File: src/rtl/wb_tag_target_buffer.sv
// Registered, timeout-guarded buffer for one tagged Wishbone target port.
// Latency: ack/err two cycles after stb with an immediately acking target; at most one transaction per 3 cycles.
// Backpressure: upstream holds its request until ack/err. A silent target is answered with err after TIMEOUT_CYCLES strobe cycles.
//
// Ports:
//   clock, reset_n                       clock and asynchronous active-low reset
//   adr/dat_w/sel/we/cyc/stb/tga/tgc/tgd_w   upstream request from the interconnect
//   dat_r/tgd_r/ack/err                  registered upstream response
//   tadr/tdat_w/tsel/twe/tcyc/tstb/ttga/ttgc/ttgd_w  registered request to the target
//   tdat_r/ttgd_r/tack/terr              target response
//   timeout                              one-cycle pulse alongside a forced err
//   busy                                 high whenever a transaction is in flight
module wb_tag_target_buffer #(
  parameter int ADR_WIDTH      = 32,
  parameter int DAT_WIDTH      = 32,
  parameter int TGA_WIDTH      = 4,
  parameter int TGC_WIDTH      = 4,
  parameter int TGD_WIDTH      = 4,
  parameter int TIMEOUT_CYCLES = 256
) (
  input  logic                   clock,
  input  logic                   reset_n,
  // upstream request
  input  logic [ADR_WIDTH-1:0]   adr,
  input  logic [DAT_WIDTH-1:0]   dat_w,
  input  logic [DAT_WIDTH/8-1:0] sel,
  input  logic                   we,
  input  logic                   cyc,
  input  logic                   stb,
  input  logic [TGA_WIDTH-1:0]   tga,
  input  logic [TGC_WIDTH-1:0]   tgc,
  input  logic [TGD_WIDTH-1:0]   tgd_w,
  // upstream response
  output logic [DAT_WIDTH-1:0]   dat_r,
  output logic [TGD_WIDTH-1:0]   tgd_r,
  output logic                   ack,
  output logic                   err,
  // request to the target
  output logic [ADR_WIDTH-1:0]   tadr,
  output logic [DAT_WIDTH-1:0]   tdat_w,
  output logic [DAT_WIDTH/8-1:0] tsel,
  output logic                   twe,
  output logic                   tcyc,
  output logic                   tstb,
  output logic [TGA_WIDTH-1:0]   ttga,
  output logic [TGC_WIDTH-1:0]   ttgc,
  output logic [TGD_WIDTH-1:0]   ttgd_w,
  // target response
  input  logic [DAT_WIDTH-1:0]   tdat_r,
  input  logic [TGD_WIDTH-1:0]   ttgd_r,
  input  logic                   tack,
  input  logic                   terr,
  // status
  output logic                   timeout,
  output logic                   busy
);

  // A one-bit counter is kept when the timeout is disabled so the width never collapses to zero.
  localparam int CNT_W = (TIMEOUT_CYCLES > 0) ? $clog2(TIMEOUT_CYCLES + 1) : 1;
  localparam logic [CNT_W-1:0] CNT_LAST = (TIMEOUT_CYCLES > 0) ? CNT_W'(TIMEOUT_CYCLES - 1) : '0;
  localparam logic [CNT_W-1:0] CNT_MAX  = '1;

  typedef enum logic [1:0] {IDLE, REQ, RESP} state_t;

  state_t           state;
  logic [CNT_W-1:0] cnt;
  logic             timeout_hit;

  assign timeout_hit = (TIMEOUT_CYCLES != 0) && (cnt == CNT_LAST);
  assign busy        = (state != IDLE);

  always_ff @(posedge clock or negedge reset_n) begin
    if (!reset_n) begin
      state   <= IDLE;
      cnt     <= '0;
      tadr    <= '0;
      tdat_w  <= '0;
      tsel    <= '0;
      twe     <= 1'b0;
      tcyc    <= 1'b0;
      tstb    <= 1'b0;
      ttga    <= '0;
      ttgc    <= '0;
      ttgd_w  <= '0;
      dat_r   <= '0;
      tgd_r   <= '0;
      ack     <= 1'b0;
      err     <= 1'b0;
      timeout <= 1'b0;
    end else begin
      // ack/err/timeout are only ever raised on the edge entering RESP, so they
      // last exactly the single RESP cycle. cyc is known high on that edge
      // because an abort takes priority, which makes the registered strobes
      // equal to cyc-qualified decodes of the response flag.
      ack     <= 1'b0;
      err     <= 1'b0;
      timeout <= 1'b0;
      case (state)
        IDLE: begin
          if (cyc && stb) begin
            tadr   <= adr;
            tdat_w <= dat_w;
            tsel   <= sel;
            twe    <= we;
            ttga   <= tga;
            ttgc   <= tgc;
            ttgd_w <= tgd_w;
            tcyc   <= 1'b1;
            tstb   <= 1'b1;
            cnt    <= '0;
            state  <= REQ;
          end
        end
        REQ: begin
          if (!cyc) begin
            // upstream abandoned the cycle: drop it without any response
            tcyc  <= 1'b0;
            tstb  <= 1'b0;
            state <= IDLE;
          end else if (tack || terr) begin
            dat_r <= tdat_r;
            tgd_r <= ttgd_r;
            err   <= terr;
            ack   <= !terr;
            tcyc  <= 1'b0;
            tstb  <= 1'b0;
            state <= RESP;
          end else if (timeout_hit) begin
            dat_r   <= '0;
            tgd_r   <= '0;
            err     <= 1'b1;
            timeout <= 1'b1;
            tcyc    <= 1'b0;
            tstb    <= 1'b0;
            state   <= RESP;
          end else if (cnt != CNT_MAX) begin
            cnt <= cnt + CNT_W'(1);
          end
        end
        RESP: begin
          state <= IDLE;
        end
        default: begin
          state <= IDLE;
        end
      endcase
    end
  end

endmodule

File: config.mk
export PLATFORM = sky130hd
export DESIGN_NAME = wb_tag_target_buffer
export DESIGN_NICKNAME = d
export VERILOG_FILES = /design/src/rtl/wb_tag_target_buffer.sv
export SDC_FILE = /design/constraint.sdc
export NUM_CORES = 1
export LEC_CHECK = 0
export CAP_MARGIN = 30
export CORE_MARGIN = 1
export CORE_UTILIZATION = 41
export CTS_CLUSTER_DIAMETER = 200
export DETAILED_ROUTE_END_ITERATION = 8
export GPL_ROUTABILITY_DRIVEN = 0
export PLACE_DENSITY = 0.81
export RECOVER_POWER = 100
export SLEW_MARGIN = 5
export SYNTH_ARGS = -nofsm -noshare
export SYNTH_HDL_FRONTEND = slang
export SYNTH_SLANG_ARGS = --single-unit
File: constraint.sdc
create_clock -name clock -period 2.61 [get_ports clock]
set_clock_uncertainty 0.05 [all_clocks]
set_input_delay 0.3915 -clock clock [delete_from_list [all_inputs] [get_ports clock]]
set_output_delay 0.3915 -clock clock [all_outputs]
set_load 0.02 [all_outputs]
==> results by group, run 1 <==
Hold path
  – Class of the worst hold path: in -> async

Clock network
  – Clock tree from TritonCTS: done
  – Clock input transition at the sequential cells of the worst setup and hold paths: 0.06 ns
  – Root Buffer Master: clkbuf_16
  – Largest buffer count on any clock path: 2
  – H-tree depth reported by CTS: 4
  – TritonCTS sink count: 132
  – Total clock buffers created by CTS: 17
  – Clock latency on the worst-skew pair: 0.41 ns

Timing
  – Unrepaired setup endpoints after global routing: false
  – Final Max Slew Viols: 0
  – Min cycle time layout: 2.424 ns
  – Highest clock frequency the design can meet: 412.6 MHz
  – Post-Route Setup TNS: 0 ns
  – Finish-stage setup viols: 0
  – Final Hold Violating Endpoints: 0
  – Rel. slew slack: 13.51%
  – Final worst path period share: 92.87%
  – Transition time at the pin with the least slew margin: 1.297 ns

Synthesis
  – Post-synthesis register bit count: 132
  – Net count after synthesis: 628
  – Top cells by area in the synthesized netlist: dfrtp_1 (66%), nand2_1 (18%), a22o_1 (6.3%)
  – Average cell area after synthesis: 10.06 um^2
  – Primary flip-flop cell chosen by synthesis mapping: dfrtp_1
  – Yosys cell types: 30
  – Sequential cell area fraction in the yosys report: 65.54%
  – Area of the mapped netlist: 5040 um^2
  – Yosys top cell area share: 65.54%
  – Post-synthesis async set-or-reset flop share: 100.0%
  – Count of mapped cells out of synthesis: 501
  – Number of warning messages in the yosys log: 0
  – Cell taking the most area after synthesis: dfrtp_1
  – EDFF count, synth: 0

Critical path
  – Type of destination of the critical path: register
  – Data arrival time at the worst-slack endpoint: 2.69 ns
  – Stage delay of the slowest cell on the critical path: 0.52 ns
  – Count of buffer and inverter cells on the critical path: 0
  – Critical Setup Path Class: reg -> reg
  – CP Max Fanout: 7
  – Cell with the largest stage delay on the worst path: or4_1
  – Worst EP required: 2.88 ns
  – Top cell family by delay on the critical path: simple AND/OR/NAND/NOR gates
  – Type of element launching the critical path: register
  – Most repeated library cell on the critical path: and4_1
  – Crit-path cells: and4_1 -> and4_1 -> ha_1 -> nor4_4 -> nand2_2 -> or4_1 -> a21oi_1

Route
  – Count of unresolved DRC violations after routing: 0
  – First-iteration detailed-routing DRC count: 242
  – Wire length after detailed routing: 13180 um
  – First-pass iteration count of the detailed router: 4
  – Remaining antenna violation count after routing: 0
  – Detailed-route wire length per cell: 14.51 um
  – Total via count after detailed routing: 4416
  – Vias per cell: 4.863

Cells and area
  – Relative area change from synthesis to final layout: 62.88%
  – Commonest cells after routing, fill and taps aside: nand2_1 (248), dfrtp_1 (132), dlygate4sd3_1 (125), clkdlybuf4s50_1 (120), a22o_1 (36)
  – Leading cell type in the layout, fill and taps excluded: nand2_1
  – Ant diodes: 0
  – Fraction of final layout cells with drive strength greater than 1: 5.913%
  – Post-layout instance area: 8209 um^2
  – Post-layout net count: 876

Pwr
  – Leakage Power: 4.034 nW
  – Worst-case vdd ir drop: 414.8 uV
  – Power Dens Cells: 800.8 nW/um^2

Placed design
  – Number of buffers inserted by port buffering: 245
  – HPWL after detailed placement: 9521 um
  – Instance area at placement: 7695 um^2

Floorplan
  – Number of standard-cell rows in the floorplan: 40
  – Vert. Die Dim: 112.9 um
  – Placeable core region: 12010 um^2
  – Boundary pin count: 246
  – Area of the die: 12740 um^2
  – Initial Util: 41.96%
  – Overall die width: 112.9 um

Global routing
  – Vias in the first global route: 4528
  – Sum of overflow across all layers after global routing: 0
  – Initial antenna violation count: 0
  – Maximum number of pins on one net before global-route repair: 69
  – Aggregate global-route resource usage: 21.74%
  – First-pass GRT wire length: 21530 um

Outcome
  – Outcome: finished, final reports clean

Run
  – Max-capacitance violation count: 0
## synthesized netlist by cell type, types with 2 or more instances
master	instances
inv_1	4
o31ai_1	2
nand2_1	248
a21oi_1	4
nor3_1	2
nand3_1	8
xnor2_1	2
clkbuf_1	19
nor2_1	8
dfrtp_1	132
or4_1	2
a22o_1	36
buf_1	5
o21ai_0	8
ha_1	4
buf_2	2
and4_1	2
## flip-flops by register name (all words and copies together), names as in the netlist
name and count:
timeout 1, ack 1, tdat_w 32, ttgc 4, tstb 1, tsel 4
err 1, twe 1, dat_r 32, tadr 32, tgd_r 4, ttgd_w 4
cnt 9, ttga 4, state 2
## cell families (layout without fill, tap and decap cells)
group,count (synthesis),in the layout,synth area share (%)
AOI/OAI and AO/OA,52,52,8.168
xor gates and xnor gates,2,2,0.3476
adders and majority gates,4,4,0.9931
buffers and inverters,31,291,2.433
DFF,132,132,65.54
and+or+nand+nor,280,280,22.52
## path summary, 6_finish.rpt
kind                          from         to  slack [ns]  depth (start not counted)
setup reg to reg            cnt[2]     cnt[7]        0.19                          7
hold / removal             reset_n  dat_r[11]        0.41                          2
max in group asynchronous  reset_n  tdat_w[4]        0.54                          3
min in group clock         ttgc[0]    ttgc[0]        0.41                          2
hold reg to reg            ttgc[0]    ttgc[0]        0.41                          2
setup / recovery            cnt[2]     cnt[7]        0.19                          7
## area by class of cell
cell class	instances	area [um^2]
Fill cell	927	3802
Sequential cell	132	3303
Timing Repair Buffer	256	2547
Multi-Input combinational cell	338	1630
Clock buffer	19	442.9
Tap cell	147	183.9
Clock inverter	12	86.33
Inverter	4	15.01
## where the power goes
| group | total, mW | internal, mW | switching (mW) |
|---|---|---|---|
| sequential | 2.64 | 2.43 | 0.205 |
| clock | 2.08 | 1.23 | 0.853 |
| combinational | 1.86 | 0.880 | 0.976 |
## stage by stage
stage | hold slack (ns) | utilization (%) | instances | total power [mW] | setup WS [ns]
global route | 0.4317 | 68.34 | 908 | 6.914 | 0.03277
detailed placement | 0.3165 | 64.06 | 874 | 4.696 | 0.1899
CTS | 0.4197 | 68.55 | 906 | 6.826 | 0.1868
global placement | 0.3049 | 64.06 | 874 | 4.640 | 0.2420
finish | 0.4087 | 68.34 | 908 | 6.574 | 0.1861
floorplan | 0.04591 | - | 501 | 3.534 | 0.3460
## routing by layer
layer	up-vias	wire length, um	global-route usage (%)
li1	2120	-	-
met1	2072	5323	25.11
met4	0	372	10.70
met3	32	728	5.892
met2	192	6752	37.49
met5	-	0	0
## repair_timing
| item | CTS | global route |
|---|---|---|
| hold endpoints to repair | 31 | 0 |
| setup buffers | 0 | 2 |
| resized for setup | 0 | 0 |
| setup endpoints to repair | 0 | 1 |
| hold buffers | 1 | 0 |
(Power assumes the default switching activity.)
==> run 2, diff against run 1 <==
--- a/config.mk
+++ b/config.mk
@@ -5,15 +5,18 @@
 export SDC_FILE = /design/constraint.sdc
 export NUM_CORES = 1
 export LEC_CHECK = 0
+export ABC_AREA = 0
 export CAP_MARGIN = 30
 export CORE_MARGIN = 1
-export CORE_UTILIZATION = 41
+export CORE_UTILIZATION = 42
+export CTS_BUF_LIST = sky130_fd_sc_hd__clkbuf_8
 export CTS_CLUSTER_DIAMETER = 200
 export DETAILED_ROUTE_END_ITERATION = 8
 export GPL_ROUTABILITY_DRIVEN = 0
-export PLACE_DENSITY = 0.81
+export PLACE_DENSITY = 0.83
 export RECOVER_POWER = 100
 export SLEW_MARGIN = 5
 export SYNTH_ARGS = -nofsm -noshare
 export SYNTH_HDL_FRONTEND = slang
 export SYNTH_SLANG_ARGS = --single-unit
+export TNS_END_PERCENT = 5
==> results by group, run 2 (synthesis gave the netlist of run 1 again) <==
Outcome
  – Outcome: complete, but fails checks
  – Failing checks: design-rule violations

Route
  – Met3 wire length: 903 um (+24%)
  – Remaining antenna violation count after routing: 0 (unchanged)
  – Wire length the detailed router placed on met1: 5119 um (-3.8%)
  – First-pass iteration count of the detailed router: 7 (+3)
  – Vias per cell: 4.824 (-0.81%)
  – Sum of met2 wire segment lengths after detailed routing: 6753 um (about the same)
  – Detailed-route wire length per cell: 14.52 um (about the same)
  – Wire length after detailed routing: 13120 um (-0.46%)
  – Highest metal used: met4
  – Total via count after detailed routing: 4356 (-1.4%)
  – First-iteration detailed-routing DRC count: 293 (+21%)
  – Count of unresolved DRC violations after routing: 15 (+15)

Pwr
  – Power Dens Cells: 784.5 nW/um^2 (-2.0%)
  – Leakage Power: 4.013 nW (-0.51%)
  – Worst-case vdd ir drop: 487.2 uV (+17%)
  – Power, Total: 6.347 mW (-3.4%)

Clock network
  – Total clock buffers created by CTS: 17 (unchanged)
  – Clock latency on the worst-skew pair: 0.41 ns (about the same)
  – Root Buffer Master: clkbuf_8
  – Post-CTS setup buffer count: 0 (unchanged)
  – TritonCTS sink count: 132 (unchanged)
  – H-tree depth reported by CTS: 4 (unchanged)
  – Clock input transition at the sequential cells of the worst setup and hold paths: 0.07 ns (about the same)
  – Largest buffer count on any clock path: 2 (unchanged)
  – Hold_buf cts: 1 (unchanged)
  – Clock tree from TritonCTS: done
  – Quantity of gates resized following cts: 0 (unchanged)

Timing
  – Setup slack after layout: 0.07175 ns (-0.1143 ns)
  – Final Max Slew Viols: 0 (unchanged)
  – Final Hold Violating Endpoints: 0 (unchanged)
  – Post-Route Setup TNS: 0 ns (unchanged)
  – Final worst path period share: 97.25% (+4.4 points)
  – Tightest hold margin: 0.3646 ns (-0.04407 ns)
  – Min cycle time layout: 2.538 ns (+0.1143 ns)
  – Finish-stage setup viols: 0 (unchanged)
  – Transition time at the pin with the least slew margin: 1.123 ns (-0.1745 ns)
  – Highest clock frequency the design can meet: 394.0 MHz (-4.5%)
  – Unrepaired setup endpoints after global routing: false
  – Rel. slew slack: 25.14% (+12 points)

Cells and area
  – Largest registers: dat_r: 32 flops, tadr: 32 flops, tdat_w: 32 flops
  – Relative area change from synthesis to final layout: 60.55%
  – Fraction of final layout cells with drive strength greater than 1: 5.658% (-0.26 points)
  – Commonest cells after routing, fill and taps aside: nand2_1 (248), dfrtp_1 (132), dlygate4sd3_1 (125), clkdlybuf4s50_1 (120), a22o_1 (36)
  – Post-layout instance area: 8092 um^2 (-1.4%)
  – Filler-free cell count of the finished design: 903 (-0.55%)
  – Post-layout net count: 874 (-0.23%)
  – Final core utilization: 69.97% (+1.6 points)
  – Leading cell type in the layout, fill and taps excluded: nand2_1
  – Ant diodes: 0 (unchanged)

Placed design
  – Pre-CTS setup slack: 0.09740 ns (-0.09246 ns)
  – HPWL after detailed placement: 9558 um (+0.38%)
  – DP Cell Count: 870 (-0.46%)
  – Number of buffers inserted by port buffering: 245 (unchanged)
  – Instance area at placement: 7677 um^2 (-0.23%)

Floorplan
  – Initial Util: 43.58% (+1.6 points)
  – Placeable core region: 11560 um^2 (-3.7%)
  – Area of the die: 12440 um^2 (-2.3%)
  – Number of standard-cell rows in the floorplan: 39 (-2.5%)
  – Overall die width: 111.5 um (-1.2%)
  – Boundary pin count: 246 (unchanged)
  – Vert. Die Dim: 111.5 um (-1.2%)

Critical path
  – CP Max Fanout: 7 (unchanged)
  – Critical Setup Path Class: reg -> reg
  – Worst Setup SP: cnt[2]
  – Worst flop-to-flop path startpoint: cnt[2]
  – Worst EP required: 2.90 ns (+0.02 ns)
  – Type of element launching the critical path: register
  – Type of destination of the critical path: register
  – Data arrival time at the worst-slack endpoint: 2.83 ns (+0.14 ns)

Run
  – Max-capacitance violation count: 0 (unchanged)

Global routing
  – Initial antenna violation count: 0 (unchanged)
  – Maximum number of pins on one net before global-route repair: 78 (+13%)
  – Vias in the first global route: 4528 (unchanged)
  – Sum of overflow across all layers after global routing: 0 (unchanged)
  – Aggregate global-route resource usage: 22.31% (+0.57 points)
  – First-pass GRT wire length: 21660 um (+0.58%)

Hold path
  – Class of the worst hold path: in -> async
## run 2: final cells by class
type	count	area, um^2
flip-flops and latches	132	3303
multi-input cells	338	1639
well taps	143	178.9
fillers	851	3473
inverters	4	15.01
clock buffers	21	289.0
repair buffers	254	2509
clock inverters	11	157.7
## run 2: worst paths after layout
kind                               to  slack, ns  cells past startpoint
max reg2reg                    cnt[7]       0.07                      7
min reg2reg                tdat_w[23]       0.42                      2
max                            cnt[7]       0.07                      7
min                          tadr[11]       0.36                      2
min in group clock         tdat_w[23]       0.42                      2
max in group asynchronous    tadr[20]       0.71                      3
## run 2: report_power, final
| group | leakage (nW) | switching [mW] | internal (mW) |
|---|---|---|---|
| Sequential | 1.66 | 0.202 | 2.43 |
| Combinational | 2.12 | 0.975 | 0.876 |
| Clock | 0.236 | 0.735 | 1.13 |
## run 2: worst max-delay path, cell delays in order, from the launching register on
cell and delay [ns]:
dfrtp_1 0.43, and4_1 0.25, and4_1 0.25, ha_1 0.24, nor4_4 0.36, nand2_2 0.17, or4_1 0.54, a21oi_1 0.17
## run 2: layer usage
layer | track usage, % | up-vias
met1 | 25.32 | 2039
li1 | - | 2120
met3 | 7.131 | 27
met2 | 38.71 | 170
met4 | 9.640 | 0
met5 | 0 | -
==> run 3, diff against run 2 <==
--- a/config.mk
+++ b/config.mk
@@ -5,12 +5,11 @@
 export SDC_FILE = /design/constraint.sdc
 export NUM_CORES = 1
 export LEC_CHECK = 0
-export ABC_AREA = 0
+export ABC_AREA = 1
 export CAP_MARGIN = 30
 export CORE_MARGIN = 1
-export CORE_UTILIZATION = 42
+export CORE_UTILIZATION = 43
 export CTS_BUF_LIST = sky130_fd_sc_hd__clkbuf_8
-export CTS_CLUSTER_DIAMETER = 200
 export DETAILED_ROUTE_END_ITERATION = 8
 export GPL_ROUTABILITY_DRIVEN = 0
 export PLACE_DENSITY = 0.83
@@ -19,4 +18,4 @@
 export SYNTH_ARGS = -nofsm -noshare
 export SYNTH_HDL_FRONTEND = slang
 export SYNTH_SLANG_ARGS = --single-unit
-export TNS_END_PERCENT = 5
+export TNS_END_PERCENT = 100
==> results by group, run 3 <==
Hold path
  – Cells on Worst Hold Path: 2
  – Class of the worst hold path: reg -> reg

Cells and area
  – Ant diodes: 0 (unchanged)
  – Post-layout net count: 968 (+11%)
  – Filler-free cell count of the finished design: 1021 (+13%)
  – Fill cell count: 881 (+3.5%)
  – Leading cell type in the layout, fill and taps excluded: nand2_1
  – Relative area change from synthesis to final layout: 55.25%
  – Commonest cells after routing, fill and taps aside: nand2_1 (306), dfrtp_1 (132), dlygate4sd3_1 (124), clkdlybuf4s50_1 (121), nand3_1 (45)
  – Fraction of final layout cells with drive strength greater than 1: 5.510% (-0.15 points)
  – Largest registers: dat_r: 32 flops, tadr: 32 flops, tdat_w: 32 flops

Timing
  – Final Max Slew Viols: 0 (unchanged)
  – Unrepaired setup endpoints after global routing: false
  – Transition time at the pin with the least slew margin: 1.021 ns (-0.1016 ns)
  – Final worst path period share: 88.70% (-8.6 points)
  – Final Hold Violating Endpoints: 0 (unchanged)
  – Min cycle time layout: 2.315 ns (-0.2232 ns)
  – Setup slack after layout: 0.2950 ns (+0.2232 ns)
  – Highest clock frequency the design can meet: 432.0 MHz (+9.6%)
  – Post-Route Setup TNS: 0 ns (unchanged)
  – Finish-stage setup viols: 0 (unchanged)
  – Rel. slew slack: 31.91% (+6.8 points)
  – Tightest hold margin: 0.4243 ns (+0.05974 ns)

Critical path
  – CP Max Fanout: 31 (+24)
  – Critical Setup Path Class: reg -> reg
  – Length in cells of the worst reg-to-reg path: 10 (+3)
  – Type of destination of the critical path: register
  – Worst EP required: 2.93 ns (+0.03 ns)
  – Data arrival time at the worst-slack endpoint: 2.63 ns (-0.20 ns)
  – Type of element launching the critical path: register

Clock network
  – TritonCTS sink count: 132 (unchanged)
  – Post-CTS setup buffer count: 0 (unchanged)
  – Total clock buffers created by CTS: 17 (unchanged)
  – Clock latency on the worst-skew pair: 0.43 ns (+0.02 ns)
  – Clock input transition at the sequential cells of the worst setup and hold paths: 0.07 ns (about the same)
  – Largest buffer count on any clock path: 2 (unchanged)
  – Root Buffer Master: clkbuf_8
  – H-tree depth reported by CTS: 4 (unchanged)
  – Clock tree from TritonCTS: done

Route
  – First-iteration detailed-routing DRC count: 198 (-32%)
  – Count of unresolved DRC violations after routing: 0 (-15)
  – Wire length after detailed routing: 15270 um (+16%)
  – Remaining antenna violation count after routing: 0 (unchanged)
  – Vias per cell: 4.904 (+1.7%)
  – Detailed-route wire length per cell: 14.95 um (+2.9%)
  – First-pass iteration count of the detailed router: 8 (+1)
  – Total via count after detailed routing: 5007 (+15%)

Synthesis
  – Top cells by area in the synthesized netlist: dfrtp_1 (62%), nand2_1 (22%), nand3_1 (4.3%)
  – EDFF count, synth: 0 (unchanged)
  – Fraction of the mapped netlist area in compound gates: 4.647% (-3.5 points)
  – Average cell area after synthesis: 8.856 um^2 (-12%)
  – Area of the mapped netlist: 5331 um^2 (+5.8%)
  – Proportion of synthesized area in mux cells: 0% (unchanged)
  – Leading post-synthesis cells by instance count: nand2_1 (306), dfrtp_1 (132), nand3_1 (46), o21ai_0 (38), inv_1 (12)
  – Largest family of logic cells by synthesized area: simple AND/OR/NAND/NOR gates
  – Count of mapped cells out of synthesis: 602 (+20%)
  – Post-synthesis async set-or-reset flop share: 100.0% (unchanged)
  – Net count after synthesis: 729 (+16%)
  – Cell taking the most area after synthesis: dfrtp_1
  – Sequential cell area fraction in the yosys report: 61.96% (-3.6 points)
  – Yosys cell types: 23 (-23%)
  – Adder-cell share of the synthesized area: 0.9387% (-0.054 points)
  – Number of warning messages in the yosys log: 0 (unchanged)
  – Synthesized-area fraction occupied by and/or/nand/nor cells: 27.86% (+5.3 points)
  – Dominant cell by count in the synthesized netlist: nand2_1
  – Primary flip-flop cell chosen by synthesis mapping: dfrtp_1
  – Post-synthesis register bit count: 132 (unchanged)
  – Yosys top cell area share: 61.96% (-3.6 points)
  – Xor and xnor area share after synthesis: 0% (-0.35 points)

Outcome
  – Outcome: finished, final reports clean

Floorplan
  – Overall die width: 113.4 um (+1.6%)
  – Placeable core region: 12060 um^2 (+4.3%)
  – Boundary pin count: 246 (unchanged)
  – Number of standard-cell rows in the floorplan: 40 (+2.6%)
  – Vert. Die Dim: 113.4 um (+1.6%)
  – Area of the die: 12850 um^2 (+3.3%)
  – Initial Util: 44.20% (+0.62 points)

Global routing
  – First-pass GRT wire length: 24190 um (+12%)
  – Maximum number of pins on one net before global-route repair: 83 (+6.4%)
  – Sum of overflow across all layers after global routing: 0 (unchanged)
  – Aggregate global-route resource usage: 24.22% (+1.9 points)
  – Initial antenna violation count: 0 (unchanged)
  – Vias in the first global route: 4986 (+10%)

Placed design
  – Pre-CTS setup slack: 0.2504 ns (+0.1530 ns)
  – HPWL after detailed placement: 10720 um (+12%)
  – Number of buffers inserted by port buffering: 245 (unchanged)
  – DP Cell Count: 989 (+14%)

Pwr
  – Leakage Power: 4.143 nW (+3.2%)
  – Worst-case vdd ir drop: 437.9 uV (-10%)
  – Power, Total: 6.205 mW (-2.2%)
  – Power Dens Cells: 749.7 nW/um^2 (-4.4%)

Run
  – Max-capacitance violation count: 0 (unchanged)
## run 3: cell count changes after synthesis, moves of 3 or more
cell | before | now
o21ai_2 | 0 | 3
a22o_1 | 36 | 0
buf_4 | 1 | 11
inv_2 | 0 | 3
nand3_1 | 8 | 46
clkbuf_1 | 19 | 10
o21ai_0 | 8 | 38
buf_2 | 2 | 11
buf_1 | 5 | 0
nand2_1 | 248 | 306
inv_1 | 4 | 12
## run 3: kinds of logic (layout without fill, tap and decap cells)
group / Yosys count / count (layout)
buffers and inverters: 48 / 299
AO/OA/AOI/OAI: 46 / 46
adder cells (fa/ha/maj): 4 / 4
flip-flops: 132 / 132
AND/OR/NAND/NOR: 372 / 372
## run 3: worst max-delay path: stages, from the launching register on
cell	delay (ns)
dfrtp_1	0.43
ha_1	0.22
nand2_1	0.11
nor2_1	0.08
nand3_1	0.09
nor2_1	0.08
ha_1	0.21
nor2_1	0.45
buf_8	0.27
o21ai_0	0.15
nand2_1	0.11
## run 3: final cells by class
| type | count | area (um^2) | share of cell area, % |
|---|---|---|---|
| clock buffers | 21 | 289.0 | 3.492 |
| clock inverters | 10 | 107.6 | 1.300 |
| inverters | 15 | 60.06 | 0.7256 |
| multi-input cells | 422 | 1782 | 21.53 |
| flip-flops and latches | 132 | 3303 | 39.91 |
| well taps | 168 | 210.2 | 2.540 |
| repair buffers | 253 | 2525 | 30.51 |
## run 3: repair_timing
action | 4_1_cts | 5_1_grt
setup endpoints to repair | 0 | 8
hold buffers | 1 | 0
gates resized for setup | 0 | 1
hold endpoints to repair | 39 | 0
## run 3: worst paths after layout
| check | startpoint | end | slack, ns |
|---|---|---|---|
| max | cnt[0] | dat_r[5] | 0.29 |
| min | tdat_w[7] | tdat_w[7] | 0.42 |
| max reg2reg | cnt[0] | dat_r[5] | 0.29 |
| min reg2reg | tdat_w[7] | tdat_w[7] | 0.42 |
| max in group asynchronous | reset_n | tdat_w[31] | 0.38 |
| min in group asynchronous | reset_n | tadr[25] | 0.62 |
## run 3: power by group
group / switching, mW / leakage, nW / internal (mW) / total, mW
registers: 0.196 / 1.66 / 2.43 / 2.62
logic: 1.06 / 2.28 / 0.828 / 1.88
clock network: 0.765 / 0.198 / 0.935 / 1.70
## run 3: layer usage
layer  up-vias  share of wire [%]  GRT usage (%)
met3        37                6.8          6.749
met2       226                 50          40.33
met4         0                3.1          11.05
li1       2365                  -              -
met1      2379                 40          29.37
met5         -                  0              0
## run 3: stage by stage
step	cell area (um^2)	utilization [%]
3_3_place_gp	7898	65.48
3_5_place_dp	7913	65.60
5_1_grt	8277	68.62
2_1_floorplan	5331	-
4_1_cts	8319	68.97
6_report	8277	68.62
